`src/rtl/vec_mem_stage.sv`:
```
// Memory-access pipeline stage: accepts one load/store at a time, drives the
// banked memory controller, waits out the read latency and returns one response.
module vec_mem_stage #(
  parameter int LANES    = 16,
  parameter int DW       = 16,
  parameter int AW       = 18,
  parameter int RD_W     = 5,
  parameter int READ_LAT = 2
) (
  input  logic                  clk,
  input  logic                  rst,
  input  logic                  req_valid,
  output logic                  req_ready,
  input  logic                  req_store,
  input  logic                  req_vec,
  input  logic [AW-1:0]         req_addr,
  input  logic [LANES*DW-1:0]   req_data,
  input  logic [RD_W-1:0]       req_rd,
  output logic [AW-1:0]         mem_address,
  output logic [LANES*DW-1:0]   mem_data,
  output logic                  mem_wren,
  output logic                  mem_vec_scalar,
  input  logic [LANES*DW-1:0]   mem_q,
  output logic                  resp_valid,
  input  logic                  resp_ready,
  output logic [LANES*DW-1:0]   resp_data,
  output logic [RD_W-1:0]       resp_rd,
  output logic                  resp_load,
  output logic                  resp_err
);

  typedef enum logic [1:0] {IDLE, ISSUE, WAIT, RESP} state_t;

  localparam int CW = $clog2(READ_LAT + 1);
  // ISSUE already covers one latency cycle, so WAIT runs READ_LAT-1 cycles
  // and captures when the counter reaches zero.
  localparam logic [CW-1:0] CNT_INIT = CW'((READ_LAT >= 2) ? (READ_LAT - 2) : 0);
  localparam logic [AW-1:0] MAX_VEC_BASE = {AW{1'b1}} - AW'(LANES - 1);
  localparam logic [LANES*DW-1:0] LANE0_MASK = {{((LANES - 1) * DW){1'b0}}, {DW{1'b1}}};

  state_t                state, state_nxt;
  logic                  lat_store;
  logic                  lat_vec;
  logic [AW-1:0]         lat_addr;
  logic [LANES*DW-1:0]   lat_data;
  logic [CW-1:0]         cnt;
  logic                  range_err;
  logic                  capture;
  logic [LANES*DW-1:0]   q_masked;

  assign range_err = req_vec && (req_addr > MAX_VEC_BASE);
  assign q_masked  = lat_vec ? mem_q : (mem_q & LANE0_MASK);

  assign req_ready      = (state == IDLE);
  assign resp_valid     = (state == RESP);
  assign mem_address    = lat_addr;
  assign mem_vec_scalar = lat_vec;
  assign mem_data       = lat_vec ? lat_data : (lat_data & LANE0_MASK);
  assign mem_wren       = (state == ISSUE) && lat_store;

  always_comb begin
    state_nxt = state;
    capture   = 1'b0;
    case (state)
      IDLE:  if (req_valid) state_nxt = range_err ? RESP : ISSUE;
      ISSUE: begin
        if (lat_store) begin
          state_nxt = RESP;
        end else if (READ_LAT == 1) begin
          capture   = 1'b1;
          state_nxt = RESP;
        end else begin
          state_nxt = WAIT;
        end
      end
      WAIT: begin
        if (cnt == '0) begin
          capture   = 1'b1;
          state_nxt = RESP;
        end
      end
      RESP:  if (resp_ready) state_nxt = IDLE;
      default: state_nxt = IDLE;
    endcase
  end

  always_ff @(posedge clk or negedge rst) begin
    if (!rst) begin
      state     <= IDLE;
      lat_store <= 1'b0;
      lat_vec   <= 1'b0;
      lat_addr  <= '0;
      lat_data  <= '0;
      cnt       <= '0;
      resp_data <= '0;
      resp_rd   <= '0;
      resp_load <= 1'b0;
      resp_err  <= 1'b0;
    end else begin
      state <= state_nxt;
      if (state == IDLE && req_valid) begin
        lat_store <= req_store;
        lat_vec   <= req_vec;
        lat_addr  <= req_addr;
        lat_data  <= req_data;
        resp_rd   <= req_rd;
        resp_load <= !req_store;
        resp_err  <= range_err;
        resp_data <= '0;
      end
      if (state == ISSUE) cnt <= CNT_INIT;
      if (state == WAIT)  cnt <= cnt - 1'b1;
      if (capture) resp_data <= q_masked;
    end
  end

endmodule

```
`config.mk`:
```
export PLATFORM = sky130hd
export DESIGN_NAME = vec_mem_stage
export DESIGN_NICKNAME = d
export VERILOG_FILES = /design/src/rtl/vec_mem_stage.sv
export SDC_FILE = /design/constraint.sdc
export NUM_CORES = 1
export LEC_CHECK = 0
export BUFFER_PORTS_ARGS = -buffer_cell sky130_fd_sc_hd__buf_2
export CAP_MARGIN = 20
export CORE_AREA = 4 4 425 427
export DETAILED_ROUTE_END_ITERATION = 16
export DIE_AREA = 0 0 429 431
export PLACE_DENSITY = 0.39
export SLEW_MARGIN = 10
export SYNTH_ARGS = -nofsm -noshare
export SYNTH_HDL_FRONTEND = slang
export SYNTH_SLANG_ARGS = --single-unit
```
`constraint.sdc`:
```
create_clock -name clk -period 1.8 [get_ports clk]
set_input_delay 0.09 -clock clk [delete_from_list [all_inputs] [get_ports clk]]
set_output_delay 0.09 -clock clk [all_outputs]
set_load 0.005 [all_outputs]
```
# Word level (Yosys, flattened, before mapping)

Cells that the tools add are included.

Add/sub/neg operators: 1
Magnitude comparators: 1
Equal/unequal tests: 6
Multiplexer cells: 14
Reduce and logical (&&, ||, !) cells: 9

Operator list:

| kind                 | count |
|---|---|
| $mux 256             | 4 |
| $gt 18x18->1 const B | 1 |
| $mux 2               | 6 |
| $pmux 2 s4           | 1 |
| $eq 2x2->1 const B   | 2 |
| $logic_not 2->1      | 2 |
| $ne 2x2->1 const B   | 2 |
| $reduce_bool 2->1    | 2 |
| $logic_and 1x1->1    | 3 |
| $mux 1               | 3 |
| $reduce_and 3->1     | 1 |
| $eq 2x1->1 const B   | 1 |
| $ne 2x1->1 const B   | 1 |
| $sub 2x1->2 const B  | 1 |
| $logic_not 1->1      | 1 |

Register bits after elaboration: 543
Output and inout bits: 541
Logic and storage cells: 41

# Depth between registers and ports, before layout

Gate-level depths: netlist of the first run.

Depth in word-level cells: 5
Depth in mapped cells: 8
Mapped depth without buffers: 6

# Worst setup path before layout of the first run

Ideal clock, no wire load.

Kind: register to register
From: register state[0]
To: register lat_addr[15] (netlist: mem_address[15])
Library setup time: 0.125 ns
Data arrival time: 1.570 ns
Required time: 1.675 ns
Setup slack: 0.105 ns
Stages on the path, launching flop included: 7
Period minus slack after synthesis: 1.695 ns
Path through: dfrtp_1 > inv_1 > ha_1 > nand2_2 > buf_6 > buf_2 > mux2_2

Word-level cells in the longest chain between the ends: 2

RTL lines:

| item                     | RTL line | RTL |
|---|---|---|
| start: declaration       | 41       | `state_t state, state_nxt;` |
| start signal: assignment | 100      | `state <= state_nxt;` |
| $logic_not 2->1          | --       |  |
| via req_ready            | 13       | `output logic req_ready,` |
| $logic_and 1x1->1        | 101      | `if (state == IDLE && req_valid) begin` |
| end signal: assignment   | 104      | `lat_addr <= req_addr;` |
| end: declaration         | 44       | `logic [AW-1:0] lat_addr;` |

The timed path passes the listed nets, and every way through them passes these cells.
A chain may end at the register's enable or synchronous reset.

# Final worst setup path of the first run

From: register lat_vec (netlist: mem_vec_scalar)
To: output port mem_data[73]

Word-level cells in the longest chain between the ends: 1

RTL lines:

| item                     | RTL line | RTL |
|---|---|---|
| start: declaration       | 43       | `logic lat_vec;` |
| start signal: assignment | 103      | `lat_vec <= req_vec;` |
| $mux 256                 | 58       | `assign mem_data = lat_vec ? lat_data : (lat_data & LANE0_MASK);` |
| end: declaration         | 20       | `output logic [LANES*DW-1:0] mem_data,` |

No other way between the ends.

==> impl_results.md, run 1 <==
* Worst hold stages at 3
* Slowest stage delay, CP at 0.48 ns
* Max Freq at 0.481 GHz
* Antenna violations before repair at 19
* Power per Cell Area at 1640 mW/mm2
* CP max-delay cell: dfrtp_4
* Tightest Hold Check Type: in -> reg
* Clock Sinks at 543
* WP buf/inv at 4
* Clk pin slew, worst setup/hold paths at 0.05 ns
* RSZ-0062 raised after global routing: true
* Synthesis Warnings at 0
* Post-synth cell types at 26
* Largest net degree at the start of global routing at 54
* Die area at 0.185 mm2
* Gp weighted congestion at 0.834
* Core area at 0.176 mm2
* Initial DRC count at 885
* Post-DP HPWL at 88800 um
* CTS Buf Count at 73
* Pre-CTS WS at -0.0714 ns
* M2 GR Usage at 0.209
* Rel. slew slack at 0.624
* Crit path time final at 2.08 ns
* Busiest grt layer: met2
* Cells after synthesis at 1490
* Reg-to-Reg Start: state[1]
* Vias in the first global route at 21300
* Remaining antenna violation count at 0
* Period utilization at 1.16
* CP arrival at 1.99 ns
* Die height at 431 um
* DR vias at 19600
* Final worst setup slack at -0.279 ns
* Critical path class: reg -> out
* Worst EP required at 1.71 ns
* Yosys reg bits at 543
* Mapped Area at 0.0216 mm2
* Worst Tran Pin Value at 0.565 ns
* Hold EP: resp_data[25]
* Area after DPL at 0.0302 mm2
* Fin. max-slew vios at 0
* Final hold slack at 0.163 ns
* Clock tree from TritonCTS: built
* Clk root buf: clkbuf_16
* Static leakage at 19.7 nW
* Met3 usage at 0.0336
* Post-synthesis sequential area ratio at 0.629
* Share of layout cells above drive strength 1 at 0.555
* Post-layout util at 0.232
* P&R area growth vs syn at 89.2%
* Gr usage total at 0.123
* CP startpoint kind: flop
* Hold_sp: mem_q[25]
* Filler cells at 18900
* Met1 GRT Util at 0.151
* Per-cell routed wire length at 21.6 um
* Largest delay contributor family on the critical path: buffers and inverters
* Maximum capacitance violations at 0
* Crit end category: output port
* Pre-antenna DRT Iters at 5
* WL final at 122000 um
* Finished Cell Area at 0.0409 mm2
* Nets@finish at 3764
* Max Clock Skew at 0.0232 ns
* R2R cell count at 10
* First-pass GRT wire length at 164000 um
* Via/cell ratio at 3.49
* Final Hold Vio Count at 0
* Port Buf Inserts at 1081
* Starting Density at 0.123
* Setup violators final at 683
* Worst-case clock buffer depth at 3
* Status: finished, violations left
* Clk_lat worst skew at 0.68 ns
* FF/Latch Area at 0.0136 mm2
* Cells after DPL at 4885
* Rows at 154
* Io pins at 1082
* Area of the multi-input gates at 0.00764 mm2
* Setup slack, reg-to-reg at -0.16 ns
* Overflow after GRT at 0
* CTS H-tree depth at 3
* Remaining DRCs at 0
* R2r endpoint: resp_data[47]
* Failing checks: setup timing
* Largest fanout on the critical path at 8
* Post-route insts no fill at 5619
* Post-Syn Nets at 2036
* Die width at 429 um
* Syn Area/Cell at 14.5 um2
* Cells along the critical path: buf_12, buf_16, clkbuf_16, and2_4, buf_6
* Max VDD drop at 710 uV
worst max path at each step:
stage / startpoint / to / cells past startpoint
after floorplan: state[0] / mem_address[15] / 6
after global placement: state[0] / resp_data[111] / 7
after detailed placement: state[0] / resp_data[117] / 7
after CTS: mem_vec_scalar / mem_data[56] / 5
after global routing: mem_vec_scalar / mem_data[67] / 5
final: mem_vec_scalar / mem_data[73] / 5
state kept, by name (all words and copies together) (netlist names):
name            cells
resp_load           1
resp_data         256
state               2
resp_err            1
mem_address        18
resp_rd             5
lat_data          256
cnt                 2
lat_store           1
mem_vec_scalar      1
worst min-delay path, delay by kind of cell:
kind                   cells  cell delay, ns
buffers and inverters      2            0.60
AOI/OAI and AO/OA          1            0.11
metal layers:
metal / vias to the layer above / wire (um) / part of all wire
met5: - / 0 / 0
met4: 0 / 2850 / 0.023
met3: 145 / 7740 / 0.064
met2: 675 / 60300 / 0.50
met1: 10000 / 50700 / 0.42
li1: 8800 / - / -
area by class of cell:
cell class,instances,share of cell area
sequential,543,0.332
clock inverter,18,0.00676
clock buffer,112,0.0540
inverter,7,0.000704
antenna,6,0.000367
tap,2340,0.0716
multi-input combinational,809,0.187
timing repair buffer,1784,0.347
logic make-up after synthesis:
group / after synthesis / share of synthesized area
multiplexers: 282 / 0.147
flip-flops: 543 / 0.629
buffers and inverters: 138 / 0.0404
AO/OA/AOI/OAI: 265 / 0.107
adder cells (fa/ha/maj): 5 / 0.00290
AND/OR/NAND/NOR: 257 / 0.0742
cell usage in the layout, fill, tap and decap left out, drive strengths merged, types with 6 or more instances in the layout:
cell type and count:
buf 1227, mux2 281, clkbuf 129, a22o 256
clkinv 7, o21ai 6, inv 11, dfrtp 543
and2 242, dlygate4sd3 540, diode 6
metrics by stage:
stage	setup TNS, ns	total power, mW
after floorplan	0	31.1
after global placement	-19.98	43.1
after detailed placement	-5.88	43.2
after CTS	-97.67	64.5
after global routing	-134.07	71.0
final	-76.64	67.1
power by group:
group / internal (mW) / leakage, nW / switching (mW) / total (mW)
clock network: 9.18 / 1.21 / 5.97 / 15.2
registers: 17.5 / 6.85 / 3.13 / 20.6
logic: 18.0 / 11.7 / 13.4 / 31.3
total: 44.6 / 19.7 / 22.5 / 67.1
synthesized netlist by cell type (all sizes together):
master,number,area share
nand3,1,0.00023
nor3,1,0.00023
inv,7,0.0012
and2,242,0.070
ha,5,0.0029
or4,1,0.00035
nand2,4,0.00081
nor4,1,0.00029
and4,1,0.00041
o21ai,6,0.0014
a22oi,1,0.00035
nand3b,1,0.00035
nand4,3,0.00087
buf,96,0.033
a222oi,1,0.00046
a22o,256,0.10
nor2b,1,0.00029
mux2,281,0.15
a21oi,1,0.00075
clkbuf,35,0.0061
and3,1,0.00029
mux2i,1,0.00046
dfrtp,543,0.63
what timing repair did:
item                                     CTS  global route
resized for setup                        243           161
pin swaps                                  3            15
hold buffers                             541             0
hold endpoints to repair                1084             0
cloned                                    17            21
endpoints found under the setup margin   524           699
setup buffers                              9            11
No activity file was read; power rests on OpenSTA's default activity.
==> run 2: changes to the inputs <==
==> constraint.sdc (replaced) <==
create_clock -name clk -period 1.8 [get_ports clk]
set_input_delay 0.36 -clock clk [delete_from_list [all_inputs] [get_ports clk]]
set_output_delay 0.36 -clock clk [all_outputs]
set_load 0.005 [all_outputs]
==> run 2 against run 1 <==
The run still ends with setup timing left. Die area is the same. Sequential share of layout area increased by 0.81 points. Maximum frequency shrank 11%. Critical path depth is 1 lower. Critical path type unchanged. Largest cell class is now flip-flops and latches. Highest routed layer unchanged.
==> impl_results.md, run 2 (same netlist as run 1, synthesis figures left out) <==
* Die width at 429 um (unchanged)
* Max VDD drop at 731 uV (+2.9%)
* CP arrival at 1.99 ns (about the same)
* Initial DRC count at 829 (-6.3%)
* WL final at 116000 um (-4.8%)
* Die height at 431 um (unchanged)
* Clock Sinks at 543 (unchanged)
* DR vias at 19400 (-1.2%)
* Vias in the first global route at 21300 (+0.047%)
* Gp weighted congestion at 0.839 (+0.56%)
* Nets@finish at 3756 (-0.21%)
* Remaining DRCs at 0 (unchanged)
* Max Clock Skew at 0.0271 ns (+0.00387 ns)
* Status: finished, violations left
* Critical path class: reg -> out
* Reg power frac at 0.324 (+0.017)
* Pre-antenna DRT Iters at 5 (unchanged)
* Final Hold Vio Count at 0 (unchanged)
* Remaining antenna violation count at 0 (unchanged)
* Pre-CTS WS at -0.135 ns (-0.0633 ns)
* Clk pin slew, worst setup/hold paths at 0.06 ns (about the same)
* First-pass GRT wire length at 160000 um (-2.8%)
* Post-DP HPWL at 89300 um (+0.54%)
* Tightest Hold Check Type: in -> async
* Leading cell type in the layout, fill and taps excluded: buf_2
* Clk root buf: clkbuf_16
* Port Buf Inserts at 1081 (unchanged)
* Final worst setup slack at -0.548 ns (-0.268 ns)
* Via/cell ratio at 3.45 (-1.1%)
* CP startpoint kind: flop
* Static leakage at 19.4 nW (-1.9%)
* Die area at 0.185 mm2 (unchanged)
* Clock power frac at 0.234 (+0.008)
* Clock tree from TritonCTS: built
* Per-cell routed wire length at 20.6 um (-4.7%)
* P&R area growth vs syn at 84.7%
* Clk_lat worst skew at 0.66 ns (-0.02 ns)
* Crit path time final at 2.35 ns (+0.268 ns)
* Worst EP required at 1.44 ns (-0.27 ns)
* Setup violators final at 507 (-26%)
* Sw Pwr at 21.3 mW (-5.4%)
* Design Power at 63.5 mW (-5.3%)
* Rows at 154 (unchanged)
* Starting Density at 0.123 (unchanged)
* Max Freq at 0.426 GHz (-11%)
* CTS Buf Count at 72 (-1.4%)
* Overflow after GRT at 0 (unchanged)
* Switching share of power at 0.335 (-0.000444)
* Largest net degree at the start of global routing at 88 (+63%)
* Part of the power in combinational logic at 0.442 (-0.025)
* Worst-case clock buffer depth at 3 (unchanged)
* Rel. slew slack at 0.602 (-0.0218)
* Fin. max-slew vios at 0 (unchanged)
* Internal power at 42.3 mW (-5.2%)
* Largest fanout on the critical path at 20 (+12)
* Share of layout cells above drive strength 1 at 0.543 (-0.0119)
* Commonest cells after routing, fill and taps aside: 978 x buf_2, 542 x dfrtp_1, 538 x dlygate4sd3_1, 281 x mux2_2, 256 x a22o_1
* Antenna violations before repair at 20 (+1)
* Maximum capacitance violations at 0 (unchanged)
* Io pins at 1082 (unchanged)
* Core area at 0.176 mm2 (unchanged)
* Crit end category: output port
* Failing checks: setup timing
* Worst Tran Pin Value at 0.597 ns (+0.0327 ns)
* RSZ-0062 raised after global routing: true
* Period utilization at 1.30 (+0.149)
* Gr usage total at 0.119 (-0.00399)
* Power per Cell Area at 1590 mW/mm2 (-3.0%)
* CTS H-tree depth at 3 (unchanged)
run 2: cell types whose count changed in the layout (fill, tap and decap cells not counted), moves of 10 or more:
cell / before / now
and2_1: 73 / 107
buf_4: 80 / 99
buf_2: 929 / 978
buf_6: 158 / 106
buf_16: 23 / 7
diode_2: 6 / 16
and2_4: 169 / 135
run 2: critical path, stage by stage, from the launching register on:
cell       delay, ns
dfrtp_4         0.51
buf_16          0.18
clkbuf_16       0.26
and2_4          0.14
buf_6           0.11
run 2: timing repair:
item,CTS,global route
setup endpoints to repair,661,635
hold endpoints to repair,778,0
pin swaps,1,0
gates cloned,4,14
gates resized for setup,88,187
hold buffers,538,0
buffers inserted,3,1
run 2: routing by layer:
layer  vias to the layer above  track usage  routed length (um)
li1                       8787            -                   -
met1                      9753        0.139               46000
met2                       681        0.195               56600
met3                       181       0.0453                8690
met4                         0       0.0493                4520
met5                         -            0                   0
run 2: per-stage QoR:
step,hold WS (ns),util,instances,setup TNS [ns],cell area (um2)
after floorplan,0.0644,-,1490,0,21600
after global placement,0.240,0.173,4916,-9.47,30600
after detailed placement,0.239,0.173,4916,-12.76,30600
after CTS,0.0287,0.220,5585,-186.67,38800
after global routing,0.0768,0.227,5612,-211.24,39900
final,0.131,0.227,5616,-158.78,39900
run 2: final cells by class:
type                            count  area (um2)
Timing Repair Buffer             1777       13400
Multi-Input combinational cell    809        7510
Inverter                            7        26.3
Clock buffer                      104        2150
Sequential cell                   543       13600
Clock inverter                     20         253
Fill cell                       19000      136000
Antenna cell                       16        40.0
Tap cell                         2340        2930
run 2: path summary, 6_finish.rpt:
kind / depth (start not counted) / slack [ns] / end / start
max in group asynchronous: 3 / 0.80 / lat_data[70] / rst
min in group clk: 6 / 0.24 / state[1] / resp_ready
worst max register to register: 8 / -0.29 / resp_data[126] / state[1]
worst max-delay path: 4 / -0.55 / mem_data[159] / mem_vec_scalar
worst min register to register: 2 / 0.49 / resp_load / resp_load
worst min-delay path: 2 / 0.13 / resp_data[34] / rst
run 2: power groups by stage:
stage,Clock (mW),Combinational [mW],Sequential [mW]
after detailed placement,0,23.1,20.6
after CTS,15.5,25.6,20.5
after floorplan,0,11.4,19.7
final,14.9,28.1,20.6
after global routing,15.9,30.3,21.2
after global placement,0,23.0,20.5
